<file path="src/rtl/pong_pkg.sv">
// pong_pkg: shared screen geometry, paddle FSM states and direction decode
package pong_pkg;
  localparam int SCREEN_H = 480;
  localparam int TOP_MARGIN = 25;
  localparam int PADDLE_H = 72;
  localparam int BALL_SIZE = 8;
  typedef enum logic [1:0] {IDLE, MOVE_SLOW, MOVE_FAST} pstate_e;
  typedef enum logic [1:0] {DIR_NONE, DIR_UP, DIR_DOWN} dir_e;
  function automatic dir_e decode_dir(input logic up, input logic dn);
    return (up && !dn) ? DIR_UP : (dn && !up) ? DIR_DOWN : DIR_NONE;
  endfunction
endpackage

</file>
<file path="src/rtl/paddle_axis.sv">
// paddle_axis: button synchronizer, speed-ramp FSM, hold counter and wall clamp for one paddle
module paddle_axis
  import pong_pkg::*;
#(
  parameter int Y_MAX = 383,
  parameter int SPEED_SLOW = 2,
  parameter int SPEED_FAST = 4,
  parameter int RAMP_TICKS = 15
) (
  input  logic       clk,
  input  logic       reset,
  input  logic       refresh_tick,
  input  logic       freeze,
  input  logic       up_i,
  input  logic       down_i,
  input  logic       ovr_en_i,
  input  dir_e       ovr_dir_i,
  output logic [9:0] y_o,
  output logic       moving_o
);
  localparam int HW = $clog2(RAMP_TICKS + 1);
  localparam logic [9:0] Y_RST = 10'(Y_MAX / 2);
  logic [1:0] up_sync_q, dn_sync_q;
  pstate_e state_q, state_d;
  dir_e last_q, last_d, dir;
  logic [HW-1:0] hold_q, hold_d, hold_inc;
  logic [9:0] y_q, y_d, step, y_up, y_dn;
  logic [10:0] y_sum;
  logic moving_q, moving_d, same;
  // two-flop synchronizers; they keep running through freeze
  always_ff @(posedge clk) begin
    if (reset) begin
      up_sync_q <= '0;
      dn_sync_q <= '0;
    end else begin
      up_sync_q <= {up_sync_q[0], up_i};
      dn_sync_q <= {dn_sync_q[0], down_i};
    end
  end
  // next state: a tick either starts/continues motion or drops to IDLE; steps clamp to the field
  always_comb begin
    dir = ovr_en_i ? ovr_dir_i : decode_dir(up_sync_q[1], dn_sync_q[1]);
    same = (state_q != IDLE) && (dir == last_q);
    hold_inc = hold_q + 1'b1;
    step = (same && state_q == MOVE_FAST) ? 10'(SPEED_FAST) : 10'(SPEED_SLOW);
    y_up = (y_q < step) ? '0 : y_q - step;
    y_sum = {1'b0, y_q} + {1'b0, step};
    y_dn = (y_sum > 11'(Y_MAX)) ? 10'(Y_MAX) : y_sum[9:0];
    state_d = state_q;
    last_d = last_q;
    hold_d = hold_q;
    y_d = y_q;
    moving_d = moving_q;
    if (freeze) begin
      state_d = IDLE;
      hold_d = '0;
      moving_d = 1'b0;
    end else if (refresh_tick) begin
      last_d = dir;
      y_d = (dir == DIR_UP) ? y_up : (dir == DIR_DOWN) ? y_dn : y_q;
      moving_d = (y_d != y_q);
      if (dir == DIR_NONE) begin
        state_d = IDLE;
        hold_d = '0;
      end else if (!same) begin
        state_d = MOVE_SLOW;
        hold_d = '0;
      end else if (state_q == MOVE_SLOW) begin
        hold_d = hold_inc;
        state_d = (hold_inc == HW'(RAMP_TICKS)) ? MOVE_FAST : MOVE_SLOW;
      end
    end
  end
  // FSM, hold counter and position registers
  always_ff @(posedge clk) begin
    if (reset) begin
      state_q <= IDLE;
      last_q <= DIR_NONE;
      hold_q <= '0;
      y_q <= Y_RST;
      moving_q <= 1'b0;
    end else begin
      state_q <= state_d;
      last_q <= last_d;
      hold_q <= hold_d;
      y_q <= y_d;
      moving_q <= moving_d;
    end
  end
  assign y_o = y_q;
  assign moving_o = moving_q;
endmodule

</file>
<file path="src/rtl/paddle_ctrl.sv">
// paddle_ctrl: two independent paddles; AI_PADDLE2_EN adds a ball-tracking CPU for paddle 2
module paddle_ctrl #(
  parameter int PADDLE_H = pong_pkg::PADDLE_H,
  parameter int TOP_MARGIN = pong_pkg::TOP_MARGIN,
  parameter int SCREEN_H = pong_pkg::SCREEN_H,
  parameter int SPEED_SLOW = 2,
  parameter int SPEED_FAST = 4,
  parameter int RAMP_TICKS = 15,
  parameter int AI_DEADZONE = 8
) (
  input  logic       clk,
  input  logic       reset,
  input  logic       refresh_tick,
  input  logic       freeze,
  input  logic       p1_up,
  input  logic       p1_down,
  input  logic       p2_up,
  input  logic       p2_down,
  input  logic       ai_mode,
  input  logic [9:0] ball_y,
  input  logic [9:0] ball_dx,
  output logic [9:0] paddle1_y,
  output logic [9:0] paddle2_y,
  output logic       p1_moving,
  output logic       p2_moving
);
  localparam int Y_MAX = SCREEN_H - TOP_MARGIN - PADDLE_H;
  pong_pkg::dir_e ai_dir;
  logic ai_en;
`ifdef AI_PADDLE2_EN
  logic [10:0] target, center;
  logic unused_dx;
  assign target = {1'b0, ball_y} + 11'(pong_pkg::BALL_SIZE / 2);
  assign center = {1'b0, paddle2_y} + 11'(TOP_MARGIN + PADDLE_H / 2);
  assign unused_dx = ^ball_dx[8:0];
  // track the ball only while it approaches, with a dead zone around the paddle centre
  always_comb begin
    ai_dir = ball_dx[9] ? pong_pkg::DIR_NONE :
             (target + 11'(AI_DEADZONE) < center) ? pong_pkg::DIR_UP :
             (target > center + 11'(AI_DEADZONE)) ? pong_pkg::DIR_DOWN : pong_pkg::DIR_NONE;
  end
  assign ai_en = ai_mode;
`else
  logic unused_ai;
  assign unused_ai = ^{ball_y, ball_dx, ai_mode, AI_DEADZONE[0]};
  assign ai_dir = pong_pkg::DIR_NONE;
  assign ai_en = 1'b0;
`endif
  paddle_axis #(
    .Y_MAX(Y_MAX), .SPEED_SLOW(SPEED_SLOW), .SPEED_FAST(SPEED_FAST), .RAMP_TICKS(RAMP_TICKS)
  ) u_p1 (
    .clk(clk), .reset(reset), .refresh_tick(refresh_tick), .freeze(freeze),
    .up_i(p1_up), .down_i(p1_down), .ovr_en_i(1'b0), .ovr_dir_i(pong_pkg::DIR_NONE),
    .y_o(paddle1_y), .moving_o(p1_moving)
  );
  paddle_axis #(
    .Y_MAX(Y_MAX), .SPEED_SLOW(SPEED_SLOW), .SPEED_FAST(SPEED_FAST), .RAMP_TICKS(RAMP_TICKS)
  ) u_p2 (
    .clk(clk), .reset(reset), .refresh_tick(refresh_tick), .freeze(freeze),
    .up_i(p2_up), .down_i(p2_down), .ovr_en_i(ai_en), .ovr_dir_i(ai_dir),
    .y_o(paddle2_y), .moving_o(p2_moving)
  );
endmodule

</file>
<file path="config.mk">
export PLATFORM = sky130hd
export DESIGN_NAME = paddle_ctrl
export DESIGN_NICKNAME = d
export VERILOG_FILES = /design/src/rtl/pong_pkg.sv /design/src/rtl/paddle_axis.sv /design/src/rtl/paddle_ctrl.sv
export SDC_FILE = /design/constraint.sdc
export NUM_CORES = 1
export LEC_CHECK = 0
export ABC_AREA = 1
export CAP_MARGIN = 5
export CORE_ASPECT_RATIO = 1.25
export CORE_MARGIN = 2
export CORE_UTILIZATION = 51
export DETAILED_ROUTE_END_ITERATION = 12
export PLACE_DENSITY = 0.78
export SLEW_MARGIN = 20
export SYNTH_ARGS = -nofsm -noshare
export SYNTH_HDL_FRONTEND = slang
export SYNTH_HIERARCHICAL = 1
export SYNTH_SLANG_ARGS = --single-unit
</file>
<file path="constraint.sdc">
create_clock -name clk -period 3.3 [get_ports clk]
set_clock_uncertainty 0.2 [all_clocks]
set_input_delay 0.33 -clock clk [delete_from_list [all_inputs] [get_ports clk]]
set_output_delay 0.33 -clock clk [all_outputs]
set_load 0.05 [all_outputs]
</file>
== After elaboration in Yosys (flattened, before gate mapping) ==
Cells that the tools add are included.

* Latch bits: 0
* Bits in writable memories: 0
* ROM bits: 0
* Word-level logic and storage cells: 89
* Output and inout bits: 22
* Register bits: 46
* Input bits: 29
* Memories: 0

* Add/sub/neg operators: 6
* Bitwise gates (word level): 1
* Equal/unequal tests: 16
* Multipliers: 0
* Muxes and demuxes: 28
* Reductions and logical operators: 20
* Shift operators: 0
* $lt $le $gt $ge: 4
* Divide/modulo/power cells: 0

{| class="wikitable"
|+ Operators with widths
! kind !! number
|-
| 10-bit two-way mux || 8
|-
| 2-bit two-way mux || 12
|-
| 4-bit two-way mux || 6
|-
| 10-bit by 10-bit adder with 11-bit output || 2
|-
| 11-bit by 9-bit > comparator with 1-bit output, second input constant || 2
|-
| 10-bit < comparator || 2
|-
| 10-bit inequality test || 2
|-
| 10-bit subtractor || 2
|-
| 4-bit by 1-bit adder with 4-bit output, second input constant || 2
|-
| 2-bit by 1-bit == test with 1-bit output, second input constant || 4
|-
| 2-bit == test, second input constant || 4
|-
| 4-bit == test, second input constant || 2
|-
| 1-bit logical AND || 8
|-
| 3-bit two-way mux || 2
|-
| 3-bit inequality test, second input constant || 2
|-
| 2-bit AND reduction || 3
|-
| 2-bit == test || 2
|-
| 1-bit zero test || 4
|-
| 2-bit zero test || 2
|-
| 2-bit nonzero test || 2
|-
| 2-bit OR reduction || 1
|-
| 1-bit inverter || 1
|}

== Logic depth before layout (Yosys ltp) ==
* Depth after elaboration: 14
* Depth in mapped cells: 26
* Mapped depth without buffers: 26

== By module ==
The synthesis kept the hierarchy.

{| class="wikitable"
|+ Modules (own cells, without submodules)
! module !! seq. area each (µm²) !! instances !! cells an instance !! area each (µm²)
|-
| paddle_axis || 460.4 || 2 || 305 || 1866.8
|-
| paddle_ctrl || 0.0 || 1 || 1 || 3.8
|}

== Worst setup path after synthesis ==
Ideal clock, no wire load.

* Kind: register to register
* Start: register u_p1.dn_sync_q[1]
* End: register u_p1.moving_q, in the netlist u_p1/moving_o
* Stages on the path, launching flop included: 27
* Required time: 2.982 ns
* Slack: -0.147 ns
* Clock period less this slack: 3.447 ns
* Data arrival time: 3.130 ns
* Buffers on the path: 0
* Cell sequence: dfxtp_1 nor2_1 nand2_1 nand2_2 nand2_1 a21oi_1 o21ai_0 nor3_1 inv_1 ha_1 fa_1 nand2_2 inv_1 nand2_1 nand2_1 nand2_1 nand3_1 nand2_2 nand2_4 nand2_2 nand2_2 nand2_1 nand2_1 nor2_1 nand3_1 nor2_1 nor2_1

* Longest elaborated chain between the ends: 13
* Elaborated cells on any way between the ends: 20
* Classes of those cells: add/sub: 2; order compare: 2; eq/ne: 4; mux: 7; reduce/logical: 5

{| class="wikitable"
|+ Ends and longest elaborated chain
! what !! line !! RTL
|-
| start: declaration || paddle_axis.sv:23 || <nowiki>logic [1:0] up_sync_q, dn_sync_q;</nowiki>
|-
| start signal: assignment || paddle_axis.sv:37 || <nowiki>dn_sync_q <= {dn_sync_q[0], down_i};</nowiki>
|-
| 1-bit logical AND or 1-bit zero test (tied branches) || pong_pkg.sv:10 || <nowiki>return (up && !dn) ? DIR_UP : (dn && !up) ? DIR_DOWN : DIR_NONE;</nowiki>
|-
| 2-bit two-way mux or 1-bit logical AND (tied branches) || pong_pkg.sv:10 ||
|-
| 2-bit two-way mux (*) || pong_pkg.sv:10 ||
|-
| 2-bit == test || paddle_axis.sv:43 || <nowiki>same = (state_q != IDLE) && (dir == last_q);</nowiki>
|-
| 1-bit logical AND || paddle_axis.sv:43 ||
|-
| 1-bit logical AND || paddle_axis.sv:45 || <nowiki>step = (same && state_q == MOVE_FAST) ? 10'(SPEED_FAST) : 10'(SPEED_SLOW);</nowiki>
|-
| 3-bit two-way mux || paddle_axis.sv:45 ||
|-
| 10-bit by 10-bit adder with 11-bit output || paddle_axis.sv:47 || <nowiki>y_sum = {1'b0, y_q} + {1'b0, step};</nowiki>
|-
| 11-bit by 9-bit > comparator with 1-bit output || paddle_axis.sv:48 || <nowiki>y_dn = (y_sum > 11'(Y_MAX)) ? 10'(Y_MAX) : y_sum[9:0];</nowiki>
|-
| 10-bit two-way mux || paddle_axis.sv:48 ||
|-
| 10-bit two-way mux || paddle_axis.sv:60 || <nowiki>y_d = (dir == DIR_UP) ? y_up : (dir == DIR_DOWN) ? y_dn : y_q;</nowiki>
|-
| 10-bit two-way mux (*) || paddle_axis.sv:60 ||
|-
| 10-bit inequality test (*) || paddle_axis.sv:61 || <nowiki>moving_d = (y_d != y_q);</nowiki>
|-
| end signal: assignment || paddle_axis.sv:87 || <nowiki>moving_q <= moving_d;</nowiki>
|-
| end: declaration || paddle_axis.sv:29 || <nowiki>logic moving_q, moving_d, same;</nowiki>
|}

Every way passes the cells marked *; elsewhere a longest branch is shown, timed or not.
A chain may end at the register's enable or synchronous reset.

== Final worst setup path ==
* Start: register u_p2.up_sync_q[1]
* End: register u_p2.moving_q, in the netlist u_p2/moving_o

* Longest elaborated chain between the ends: 14
* Elaborated cells on any way between the ends: 20
* Classes of those cells: add/sub: 2; order compare: 2; eq/ne: 4; mux: 7; reduce/logical: 5

{| class="wikitable"
|+ Ends and longest elaborated chain
! what !! line !! RTL
|-
| start: declaration || paddle_axis.sv:23 ||
|-
| start signal: assignment || paddle_axis.sv:36 || <nowiki>up_sync_q <= {up_sync_q[0], up_i};</nowiki>
|-
| 1-bit zero test || pong_pkg.sv:10 ||
|-
| 1-bit logical AND || pong_pkg.sv:10 ||
|-
| 2-bit two-way mux || pong_pkg.sv:10 ||
|-
| 2-bit two-way mux (*) || pong_pkg.sv:10 ||
|-
| 2-bit == test || paddle_axis.sv:43 ||
|-
| 1-bit logical AND || paddle_axis.sv:43 ||
|-
| 1-bit logical AND || paddle_axis.sv:45 ||
|-
| 3-bit two-way mux || paddle_axis.sv:45 ||
|-
| 10-bit by 10-bit adder with 11-bit output || paddle_axis.sv:47 ||
|-
| 11-bit by 9-bit > comparator with 1-bit output || paddle_axis.sv:48 ||
|-
| 10-bit two-way mux || paddle_axis.sv:48 ||
|-
| 10-bit two-way mux || paddle_axis.sv:60 ||
|-
| 10-bit two-way mux (*) || paddle_axis.sv:60 ||
|-
| 10-bit inequality test (*) || paddle_axis.sv:61 ||
|-
| end signal: assignment || paddle_axis.sv:87 ||
|-
| end: declaration || paddle_axis.sv:29 ||
|}

Marked as above.

==> metrics.yaml <==
clockBufferDepth: 2
rsz0062_at_grt: "yes"
clkLatencyLatePin_ns: 0.30
min_period_ns: 3.610
tightest_slew_ns: 0.6584
p_leak_nw: 2.470
reg2reg_depth: 29
slowest_delay_ns: 0.38
diodes: 0
start_util_pct: 53.24
critPathArrivalTime_ns: 3.62
crit_fanout: 3
ios: 51
cts_tree: "built"
r2r-end: "u_p2/moving_o"
grt_use_total_pct: 27.09
die_w_um: 80.57
nets: 767
root_buffer: "clkbuf_8"
synth_top_area_share_pct: 24.64
crit_required_ns: 3.30
hold_buffers: 0
drive_above_1_share_pct: 29.46
status: "finished with violations"
synth_area_per_cell_sq_um: 6.117
cts_sinks: 46
synth_area_leaders: "dfxtp_1, nand2_1, inv_1"
layout_commonest_cell: "nand2_1"
die_y_um: 99.71
max_freq_ghz: 0.2770
vias_per_cell: 5.554
r2r_slack_ns: -0.31
hold_slack_ns: 0.2007
netlist_area_sq_mm: 0.003737
avgRoutedWirePerCell_um: 14.59
ys_seq_elements: 46
synth_top_area_cell: "dfxtp_1"
dieArea_sq_mm: 0.008033
dr_total_vias: 4515
drv_cap: 0
vdd_drop_max_v: 0.0002800
synthCells: 611
io_buffers: 29
h-tree-depth: 2
cts_inserted_buffers: 5
slew_headroom_pct: 55.97
antenna_found_initial: 0
hold_end: "u_p1/up_sync_q[1]"
fp.coreArea_sq_mm: 0.007019
hp-class: "register to register"
finalMaxSlewViolations: 0
setup.worst_path.start_class: "register"
nFillCells: 539
total_power_mw: 1.759
layout_common_cells: "nand2_1, inv_1, buf_4, nor2_1, nand3_1"
drt-total-wl_mm: 11.86
layout_setup_ws_ns: -0.3105
grt_max_degree: 17
dr.pass1.iters: 5
drc: 0
hold_viol: 0
syn2layout_area_growth_pct: 37.86
p_per_area_mw_per_mm2: 341.4
overflow: 0
clkTransAtPathRegs_ns: 0.09
dpl.hpwl_mm: 7.045
synth-seq-area-share_pct: 24.64
drt_iter0_markers: 283
min_from: "u_p1/up_sync_q[0]"
period_share_pct: 109.4
crit_path_frequent_cell: "buf_4"
finalSetupViolCount: 5
r2r-start: "u_p2/up_sync_q[1]"
slowest_stage: "dfxtp_2"
antenna_left: 0
ys.warnings.count: 6
grt_pass1_vias: 4037
min_path_cells: 2
endpoint_kind: "register"
path_class: "register to register"
dp_worst_setup_slack_ns: -0.2421
synth_cell_types: 28
violations: "setup timing"
rows: 34
grt_pass1_wl_mm: 17.54
multi_input_area_sq_mm: 0.002816
regArea_sq_um: 930.9
place.gp.congestion: 0.9525
final cells by class:
class | instances | share of cell area, %
repair buffers | 101 | 16.49
well taps | 90 | 2.186
multi-input cells | 480 | 54.66
inverters | 88 | 6.411
clock inverters | 3 | 0.8499
flip-flops and latches | 46 | 18.07
clock buffers | 5 | 1.336
flip-flops by register name, summed over array words and instances, names as in the netlist:
name and cells:
u_p1/dn_sync_q 2, u_p1/hold_q 4, u_p1/last_q 2, u_p1/moving_o 1
u_p1/state_q 2, u_p1/up_sync_q 2, u_p1/y_o 10, u_p2/dn_sync_q 2
u_p2/hold_q 4, u_p2/last_q 2, u_p2/moving_o 1, u_p2/state_q 2
u_p2/up_sync_q 2, u_p2/y_o 10
where the power goes:
group	internal, mW	switching [mW]
registers	0.580	0.0495
clock network	0.227	0.211
logic	0.270	0.422
total	1.08	0.682
per-stage QoR:
step | area [sq um] | util (%) | std cells | TNS, ns
6_report | 5152 | 73.40 | 813 | -0.5756
5_1_grt | 5152 | 73.40 | 813 | -1.384
4_1_cts | 4792 | 68.27 | 799 | -0.08260
3_5_place_dp | 4414 | 62.89 | 771 | -0.5174
3_3_place_gp | 4414 | 62.89 | 771 | -0.3304
2_1_floorplan | 3809 | - | 626 | 0
synth_stat cells (all sizes together):
cell,instances
a211oi,2
a21oi,36
a22oi,4
a31oi,2
buf,8
clkbuf,4
conb,1
dfxtp,46
fa,4
ha,12
inv,88
nand2,188
nand3,64
nand4,10
nor2,80
nor3,2
o211ai,8
o21ai,42
xnor2,2
xor2,8
worst max path at each step:
stage | startpoint | to | slack, ns | cells after the start
4_1_cts | u_p1/up_sync_q[1] | u_p1/moving_o | -0.06 | 26
3_3_place_gp | u_p2/up_sync_q[1] | u_p2/moving_o | -0.19 | 26
2_1_floorplan | u_p1/dn_sync_q[1] | u_p1/moving_o | 0.04 | 26
6_report | u_p2/up_sync_q[1] | u_p2/moving_o | -0.31 | 29
5_1_grt | u_p2/up_sync_q[1] | u_p2/moving_o | -0.35 | 26
3_5_place_dp | u_p2/up_sync_q[1] | u_p2/moving_o | -0.24 | 26
repair_timing:
action	4_1_cts	5_1_grt
buffers inserted	20	15
pin swaps	31	54
gates resized for setup	36	68
setup endpoints to repair	4	12
logic make-up after synthesis:
family / share of synthesized area, %
xor gates and xnor gates: 2.344
other: 0.1003
buffers and inverters: 11.05
AOI/OAI and AO/OA: 13.59
DFF: 24.64
and+or+nand+nor: 42.12
adders and majority gates: 6.160
routing by layer:
layer / global-route usage, % / part of all wire, %
met1: 30.15 / 38
met2: 50.71 / 52
met3: 2.995 / 5.5
met4: 11.86 / 4.9
met5: 0 / 0
worst max-delay path: cells and delay by family (launching register included):
family | cells | cell delay (ns)
buffers and inverters | 16 | 1.90
flip-flops | 1 | 0.38
AND/OR/NAND/NOR | 13 | 1.04
Note: power is estimated with default switching activity, not from simulation.
